File: src/rtl/fdiv_tick_sched.sv
// Shared 1 kHz tick prescaler driving N_CH countdown timers whose
// expiry events are serialised round-robin onto one valid/ready port.
module fdiv_tick_sched #(
   parameter int CLK_HZ  = 100_000_000,
   parameter int TICK_HZ = 1000,
   parameter int N_CH    = 4,
   parameter int PER_W   = 16,
   localparam int CH_W   = $clog2(N_CH)
) (
   input  logic             clk_in,
   input  logic             rst,
   input  logic             cfg_valid,
   output logic             cfg_ready,
   input  logic [CH_W-1:0]  cfg_ch,
   input  logic             cfg_en,
   input  logic [PER_W-1:0] cfg_period,
   output logic             evt_valid,
   input  logic             evt_ready,
   output logic [CH_W-1:0]  evt_ch,
   output logic [N_CH-1:0]  ovf,
   output logic             tick,
   output logic             clk_out
);

   localparam int DIV   = CLK_HZ / TICK_HZ;
   localparam int CNT_W = $clog2(DIV);

   logic [CNT_W-1:0] cnt;
   logic             wrap;
   logic             half;

   assign wrap = (cnt == CNT_W'(DIV - 1));
   assign half = (cnt == CNT_W'(DIV / 2 - 1));

   always_ff @(posedge clk_in) begin
      if (rst) begin
         cnt     <= '0;
         tick    <= 1'b0;
         clk_out <= 1'b0;
      end else begin
         cnt  <= wrap ? '0 : cnt + 1'b1;
         tick <= wrap;
         if (wrap || half)
            clk_out <= ~clk_out;
      end
   end

   // Config is refused in tick cycles so it never races the countdown.
   logic accept;

   assign cfg_ready = ~tick;
   assign accept    = cfg_valid & ~tick;

   logic [N_CH-1:0]  en;
   logic [N_CH-1:0]  pending;
   logic [N_CH-1:0]  fire;
   logic [N_CH-1:0]  take_vec;
   logic [PER_W-1:0] period [N_CH];
   logic [PER_W-1:0] count  [N_CH];

   always_comb begin
      fire = '0;
      for (int i = 0; i < N_CH; i++)
         fire[i] = tick & en[i] & (count[i] == PER_W'(1));
   end

   logic [CH_W-1:0] rr;
   logic [CH_W-1:0] sel;
   logic [CH_W-1:0] idx;
   logic            found;
   logic            load;
   logic            take;

   always_comb begin
      found = 1'b0;
      sel   = '0;
      idx   = '0;
      for (int k = 0; k < N_CH; k++) begin
         idx = rr + CH_W'(k);
         if (!found && pending[idx]) begin
            found = 1'b1;
            sel   = idx;
         end
      end
   end

   assign load = ~evt_valid | evt_ready;
   assign take = load & found;

   always_comb begin
      take_vec = '0;
      if (take)
         take_vec[sel] = 1'b1;
   end

   always_ff @(posedge clk_in) begin
      if (rst) begin
         en      <= '0;
         pending <= '0;
         ovf     <= '0;
         for (int i = 0; i < N_CH; i++) begin
            period[i] <= '0;
            count[i]  <= '0;
         end
      end else begin
         for (int i = 0; i < N_CH; i++) begin
            if (accept && cfg_ch == CH_W'(i)) begin
               period[i]  <= cfg_period;
               count[i]   <= cfg_period;
               ovf[i]     <= 1'b0;
               pending[i] <= 1'b0;
               en[i]      <= cfg_en & (cfg_period != '0);
            end else begin
               // A fire beats a same-edge load: the new event stays pending.
               if (fire[i]) begin
                  pending[i] <= 1'b1;
                  if (pending[i] && !take_vec[i])
                     ovf[i] <= 1'b1;
               end else if (take_vec[i]) begin
                  pending[i] <= 1'b0;
               end
               if (tick && en[i])
                  count[i] <= fire[i] ? period[i] : count[i] - 1'b1;
            end
         end
      end
   end

   always_ff @(posedge clk_in) begin
      if (rst) begin
         evt_valid <= 1'b0;
         evt_ch    <= '0;
         rr        <= '0;
      end else if (load) begin
         if (found) begin
            evt_valid <= 1'b1;
            evt_ch    <= sel;
            rr        <= sel + CH_W'(1);
         end else begin
            evt_valid <= 1'b0;
         end
      end
   end

endmodule
File: config.mk
export PLATFORM = sky130hd
export DESIGN_NAME = fdiv_tick_sched
export DESIGN_NICKNAME = d
export VERILOG_FILES = /design/src/rtl/fdiv_tick_sched.sv
export SDC_FILE = /design/constraint.sdc
export NUM_CORES = 1
export LEC_CHECK = 0
export BUFFER_PORTS_ARGS = -buffer_cell sky130_fd_sc_hd__buf_4
export CORE_ASPECT_RATIO = 0.8
export CORE_MARGIN = 2
export CORE_UTILIZATION = 30
export CTS_BUF_LIST = sky130_fd_sc_hd__clkbuf_8
export CTS_CLUSTER_SIZE = 10
export DETAILED_ROUTE_END_ITERATION = 10
export SLEW_MARGIN = 20
export SYNTH_ARGS = -nofsm -noshare
export SYNTH_HDL_FRONTEND = slang
export SYNTH_SLANG_ARGS = --single-unit
File: constraint.sdc
create_clock -name clk_in -period 2.75 [get_ports clk_in]
set_input_delay 0.275 -clock clk_in [delete_from_list [all_inputs] [get_ports clk_in]]
set_output_delay 0.275 -clock clk_in [all_outputs]
set_load 0.01 [all_outputs]
# Word level (Yosys, flattened, before mapping)
# Memory sizes are Yosys's and may differ from the RTL's.
# Index checks and enable logic that the tools add are counted.
[word_totals] ff_bits=36 ramBits=128 inputBits=23 out_inout_bits=10 wordCells=185 n_memories=2
[memory_table] name="count" words=4 width=16 read_ports=4 rd_clocked_by_memory_dff=0 write_ports=4 line_no="59" source="logic [PER_W-1:0] count [N_CH];"
[memory_table] name="period" words=4 width=16 read_ports=4 rd_clocked_by_memory_dff=0 write_ports=4 line_no="58" source="logic [PER_W-1:0] period [N_CH];"
[classes] n_addsub=9 order_cmp=6 n_eq_ne=9 mux=74 bitwise=27 n_reduce_logical=40
[ops] operator="$mux W16" count=16
[ops] operator="$eq A16 B1 Y1 const B" count=4
[ops] operator="$sub A16 B1 Y16 const B" count=4
[ops] operator="$mux W1" count=48
[ops] operator="$add A17 B1 Y17 const B" count=1
[ops] operator="$eq A17 B16 Y1 const B" count=1
[ops] operator="$eq A17 B17 Y1 const B" count=1
[ops] operator="$logic_and A1 B1 Y1" count=16
[ops] operator="$reduce_bool A16 Y1" count=1
[ops] operator="$lt A2 B3 Y1 const B" count=5
[ops] operator="$or A1 B1 Y1" count=13
[ops] operator="$and A1 B1 Y1" count=11
[ops] operator="$reduce_and A2 Y1" count=5
[ops] operator="$reduce_or A2 Y1" count=5
[ops] operator="$bmux W1 S2" count=4
[ops] operator="$mux W2" count=4
[ops] operator="$reduce_bool A2 Y1" count=4
[ops] operator="$logic_not A1 Y1" count=7
[ops] operator="$add A2 B1 Y2 const B" count=2
[ops] operator="$add A2 B2 Y2 const B" count=2
[ops] operator="$eq A2 B2 Y1 const B" count=2
[ops] operator="$mux W4" count=1
[ops] operator="$not A1 Y1" count=3
[ops] operator="$demux W1 S2" count=1
[ops] operator="4 further kinds" count=4

# Depth between registers and ports, before layout
# Gate-level depths: netlist of run 1.
[logic_depth] word_depth=20 mapped_depth=9 depth_no_buf=8

# Worst setup path before layout of run 1
# Ideal clock, no wire load.
[synth_path] kind="reg2reg" from="mem count[2][7]" to="mem count[2][2], data pin" setup_ns=0.261 t_arrival_ns=1.913 setup_slack_ns=0.576 path_stages_with_launch=7 period_less_slack_ns=2.174 cell_sequence="edfxtp_1 > or4_4 > nor4_4 > and2_4 > buf_6 > nor3_1 > a311o_1"
[synth_rtl] element="from (decl)" line_no="59"

==> qor.yml, run 1 <==
max_freq_mhz: 422
slowest_stage: "or4_4"
stdcell_count: 1182
overflow: 0
io_pins: 33
setup_slack_ns: 0.379
tightest_slew_ns: 0.837
clk_latency_ns: 0.48
cp_data_arrival_time_ns: 2.59
place_congestion: 0.793
cts_hold_buf: 0
initial_core_util: 0.306
status: "finished clean"
die_w_um: 191
maxSlewHeadroom: 0.442
post-route-cell-area_sq_um: 9480
path_cells: "or4_4, nor4_4, and2_4, nor3_1, a311o_1"
port_buffers: 32
n_fill_cell: 2746
nNetsFinal: 841
synth-xor-area-share: 0.0617
fin_util: 0.346
route.vias.total: 5956
rsz0062_at_grt: "false"
cp-start-kind: "flip-flop"
hold_slack_ns: 0.0774
cts_setup_buffers: 0
place_ws_ns: 0.399
crit_fanout: 21
cts_resized: 0
ys_seq_area_frac: 0.545
routed_wl_mm: 20.6
diodes: 0
synthArstFlopShare: 0
chipHeight_um: 153
peakVddDrop_mv: 0.303
drive_above_1_share: 0.127
synthAdderAreaFrac: 0.0194
syn_to_final_growth_pct: 13.3
cts_tree: "yes"
cts_root_buffer: "clkbuf_8"
grt_pass1_wl_mm: 32.8
syn_area_sq_um: 8370
critPathKind: "reg -> reg"
drtIter0Drc: 490
fin_setup_tns_ns: 0
cts_sinks: 164
synth.mux.area_fraction: 0.0203
cp.required_ns: 2.97
placed_area_sq_um: 9090
total_power_mw: 5.04
grt_pass1_vias: 5895
drc: 0
synth_top_family_by_area: "simple AND/OR/NAND/NOR gates"
syn_area_per_cell_sq_um: 11.0
yosys_register_bits: 164
synth_fp_nets: 799
slew_viol_final: 0
track_usage: 0.147
yosys.area_share.simple: 0.207
antenna_found_initial: 2
max_cap_violations: 0
finalCritPeriodShare: 0.862
synth_top_flop_cell: "edfxtp_1"
synth_top_area_share: 0.459
placed_cells: 1150
synth-compound-area-share: 0.120
hpwlAfterDp_mm: 13.9
synth_cell_types: 57
cts_buffers: 17
avgRoutedWirePerCell_um: 17.4
drtAntennaViolNets: 0
dieArea_sq_um: 29300
finalHoldViolCount: 0
synth-edff-count: 128
synthTopCellsByArea: "edfxtp_1 (46%), dfxtp_1 (8.6%), and2_1 (4.6%)"
via_per_inst: 5.04
core_area_sq_um: 27400
grt_max_degree: 26
skew_ns: 0.0183
dr.pass1.iters: 5
p_per_area_nw_per_um2: 531
slowest_delay_ns: 0.61
p_leak_nw: 3.38
min_path_type: "in -> reg"
rows: 54
syn_inst: 763
finalSetupViolCount: 0
fin_crit_ns: 2.37
synth_top_area_cell: "edfxtp_1"
htree_levels: 4
clockBufferDepth: 2
end_kind: "flip-flop"
clk_pin_slew_ns: 0.10
synth_warnings: 0
==> synth_stat cells, types with 20 or more instances <==
master    number
edfxtp_1     128
nor2_1        69
and2_1        62
nand2_1       38
xnor2_1       38
dfxtp_1       36
nor3_1        29
o21ai_0       28
o21bai_1      28
a31oi_1       25
inv_1         25
xor2_1        21
a21oi_1       20
==> layout make-up <==
cell class | count | area (sq um) | share of cell area
clock buffers | 17 | 234 | 0.0247
repair buffers | 51 | 383 | 0.0404
clock inverters | 15 | 153 | 0.0161
inverters | 25 | 93.8 | 0.00990
well taps | 364 | 455 | 0.0480
flip-flops and latches | 164 | 4560 | 0.482
multi-input cells | 546 | 3600 | 0.379
==> metal layers <==
layer  up-vias  wire, um  track usage
met5         -         0            0
met2       131      8990        0.221
li1       2916         -            -
met3        18      1270       0.0429
met1      2891     10000        0.204
met4         0       300       0.0406
==> layout by cell type (no fill, tap or decap), types with 14 or more instances in the layout <==
cell	netlist	routed
edfxtp_1	128	128
nor2_1	69	69
and2_1	62	62
buf_4	0	51
nand2_1	38	38
xnor2_1	38	38
dfxtp_1	36	36
nor3_1	29	29
o21ai_0	28	28
o21bai_1	28	28
inv_1	25	26
a31oi_1	25	25
xor2_1	21	21
a21oi_1	20	20
mux2i_1	17	17
clkbuf_8	0	17
nor4_1	17	15
a311o_1	15	15
nand4_1	14	14
nand3_1	14	14
==> report_power, final <==
group	internal (mW)	switching [mW]	total, mW
logic	0.139	0.231	0.369
registers	2.79	0.0788	2.87
clock network	0.817	0.985	1.80
total	3.74	1.29	5.04
==> critical path: cells and delay by family, from the launching register on <==
family,cells,cell delay (ns)
simple gates,4,1.37
flops,1,0.47
compound gates,1,0.28
==> worst paths after layout <==
path / endpoint / cells past startpoint / slack, ns / from
worst min register to register: cnt[0] / 1 / 0.45 / cnt[0]
worst max register to register: count[2][1] / 5 / 0.38 / count[2][3]
worst max-delay path: count[2][1] / 5 / 0.38 / count[2][3]
worst min-delay path: evt_valid / 3 / 0.08 / evt_ready
==> flip-flops by register name, summed over array words and instances (netlist names) <==
name       count
en             4
evt_ch         2
rr             2
clk_out        1
ovf            4
pending        4
cnt           17
period        64
count         64
tick           1
evt_valid      1
==> cell families (layout without fill, tap and decap cells) <==
family	count (synthesis)	in the layout
compound gates	147	147
xor+xnor	59	59
fa+ha+maj	13	13
buf+inv	53	108
flops	164	164
mux	17	17
simple gates	310	310
(Power assumes the default switching activity.)
==> inputs of run 2 (changes only) <==
--- a/config.mk
+++ b/config.mk
@@ -8,10 +8,11 @@
 export BUFFER_PORTS_ARGS = -buffer_cell sky130_fd_sc_hd__buf_4
 export CORE_ASPECT_RATIO = 0.8
 export CORE_MARGIN = 2
-export CORE_UTILIZATION = 30
+export CORE_UTILIZATION = 64
 export CTS_BUF_LIST = sky130_fd_sc_hd__clkbuf_8
 export CTS_CLUSTER_SIZE = 10
 export DETAILED_ROUTE_END_ITERATION = 10
+export PLACE_DENSITY = 0.82
 export SLEW_MARGIN = 20
 export SYNTH_ARGS = -nofsm -noshare
 export SYNTH_HDL_FRONTEND = slang
==> run 2 against run 1 <==
Non-clock buffer count down 2. Clock power up 14%. First-iteration DRC count up 2.9%. Die area down 52%. Combinational power down 1%. Routed wire length down 3.1%. Flip-flop and latch count unchanged. Fmax up 0.55%. Sequential power about the same. Clock skew down 0.0014 ns. Cell count down 16%. Register-to-register slack about the same.
==> qor.yml, run 2 (same netlist as run 1, synthesis figures left out) <==
status: "finished clean"
initial_core_util: 0.653
routed_wl_mm: 20.0
finalHoldViolCount: 0
p_leak_nw: 3.41
tightest_slew_ns: 0.825
post-route-cell-area_sq_um: 9300
cts_buffers: 17
antenna_found_initial: 0
hold_slack_ns: 0.101
cp-start-kind: "flip-flop"
fin_crit_ns: 2.36
fin_util: 0.725
min_path_type: "in -> reg"
rows: 37
io_pins: 33
max_cap_violations: 0
cts_hold_buf: 0
cp.required_ns: 2.97
drtIter0Drc: 504
final_common_cell: "edfxtp_1"
core_area_sq_um: 12800
crit_fanout: 21
clk_pin_slew_ns: 0.08
clk_latency_ns: 0.47
syn_to_final_growth_pct: 11.1
grt_pass1_wl_mm: 31.7
end_kind: "flip-flop"
chipHeight_um: 106
cts_tree: "yes"
rr_worst_depth: 5
finalSetupViolCount: 0
via_per_inst: 6.35
cts_sinks: 164
htree_levels: 4
slew_viol_final: 0
route.vias.total: 6293
grt_max_degree: 26
overflow: 0
cp_data_arrival_time_ns: 2.57
clockBufferDepth: 2
avgRoutedWirePerCell_um: 20.1
cts_resized: 0
skew_ns: 0.0169
dr.pass1.iters: 5
holdPathStages: 3
peakVddDrop_mv: 0.471
track_usage: 0.296
drc: 0
max_freq_mhz: 424
nNetsFinal: 839
placed_area_sq_um: 8830
rsz0062_at_grt: "false"
drive_above_1_share: 0.120
layout_common_cells: "edfxtp_1 (128), nor2_1 (69), and2_1 (62), buf_4 (49)"
fin_setup_tns_ns: 0
maxSlewHeadroom: 0.450
cts_setup_buffers: 0
cts_root_buffer: "clkbuf_8"
grt_pass1_vias: 5994
drtAntennaViolNets: 0
hpwlAfterDp_mm: 13.4
finalCritPeriodShare: 0.857
die_w_um: 132
dieArea_sq_um: 14000
n_fill_cell: 919
p_per_area_nw_per_um2: 569
critPathKind: "reg -> reg"
setup_slack_ns: 0.392
reg.largest.list: "count: 64 flops, period: 64 flops, cnt: 17 flops"
place_congestion: 0.954
port_buffers: 32
diodes: 0
place_ws_ns: 0.414
==> run 2: changes by cell type in the layout (fill, tap and decap cells not counted), sizes merged <==
cell and delta:
clkinv -1, inv -4, buf -2, clkbuf +1, bufinv +4
==> run 2: critical path, cell delays in order (launching register included) <==
cell and delay (ns):
edfxtp_1 0.47, or4_4 0.61, nor4_4 0.30, and2_4 0.35, nor3_1 0.09, a311o_1 0.27
==> run 2: per-layer routing <==
| metal | share of wire | up-vias | routed length (um) | GRT usage |
|---|---|---|---|---|
| met5 | 0 | - | 0 | 0 |
| met4 | 0.028 | 0 | 551 | 0.105 |
| met3 | 0.081 | 53 | 1620 | 0.0792 |
| met2 | 0.47 | 267 | 9310 | 0.472 |
| met1 | 0.43 | 3066 | 8480 | 0.395 |
| li1 | - | 2907 | - | - |
==> run 2: where the power goes <==
part           switching (mW)  internal, mW
Sequential             0.0836          2.79
Clock                   0.878          1.18
Combinational           0.227         0.138
==> run 2: cell type report <==
cell class | instances | area, sq um | area share
clock buffers | 18 | 248 | 0.0266
clock inverters | 14 | 218 | 0.0234
inverters | 25 | 93.8 | 0.0101
multi-input cells | 546 | 3590 | 0.386
flip-flops and latches | 164 | 4560 | 0.491
well taps | 175 | 219 | 0.0235
repair buffers | 49 | 368 | 0.0396
==> run 2: final timing paths <==
path	startpoint	endpoint	slack, ns
worst max-delay path	count[2][3]	count[2][3]	0.39
worst max register to register	count[2][3]	count[2][3]	0.39
worst min register to register	cnt[0]	cnt[0]	0.46
worst min-delay path	evt_ready	evt_valid	0.10
==> run 2: stage by stage <==
step	std cells	total power, mW
3_5_place_dp	959	3.28
5_1_grt	991	5.45
6_report	991	5.29
2_1_floorplan	763	3.13
3_3_place_gp	959	3.26
4_1_cts	991	5.30
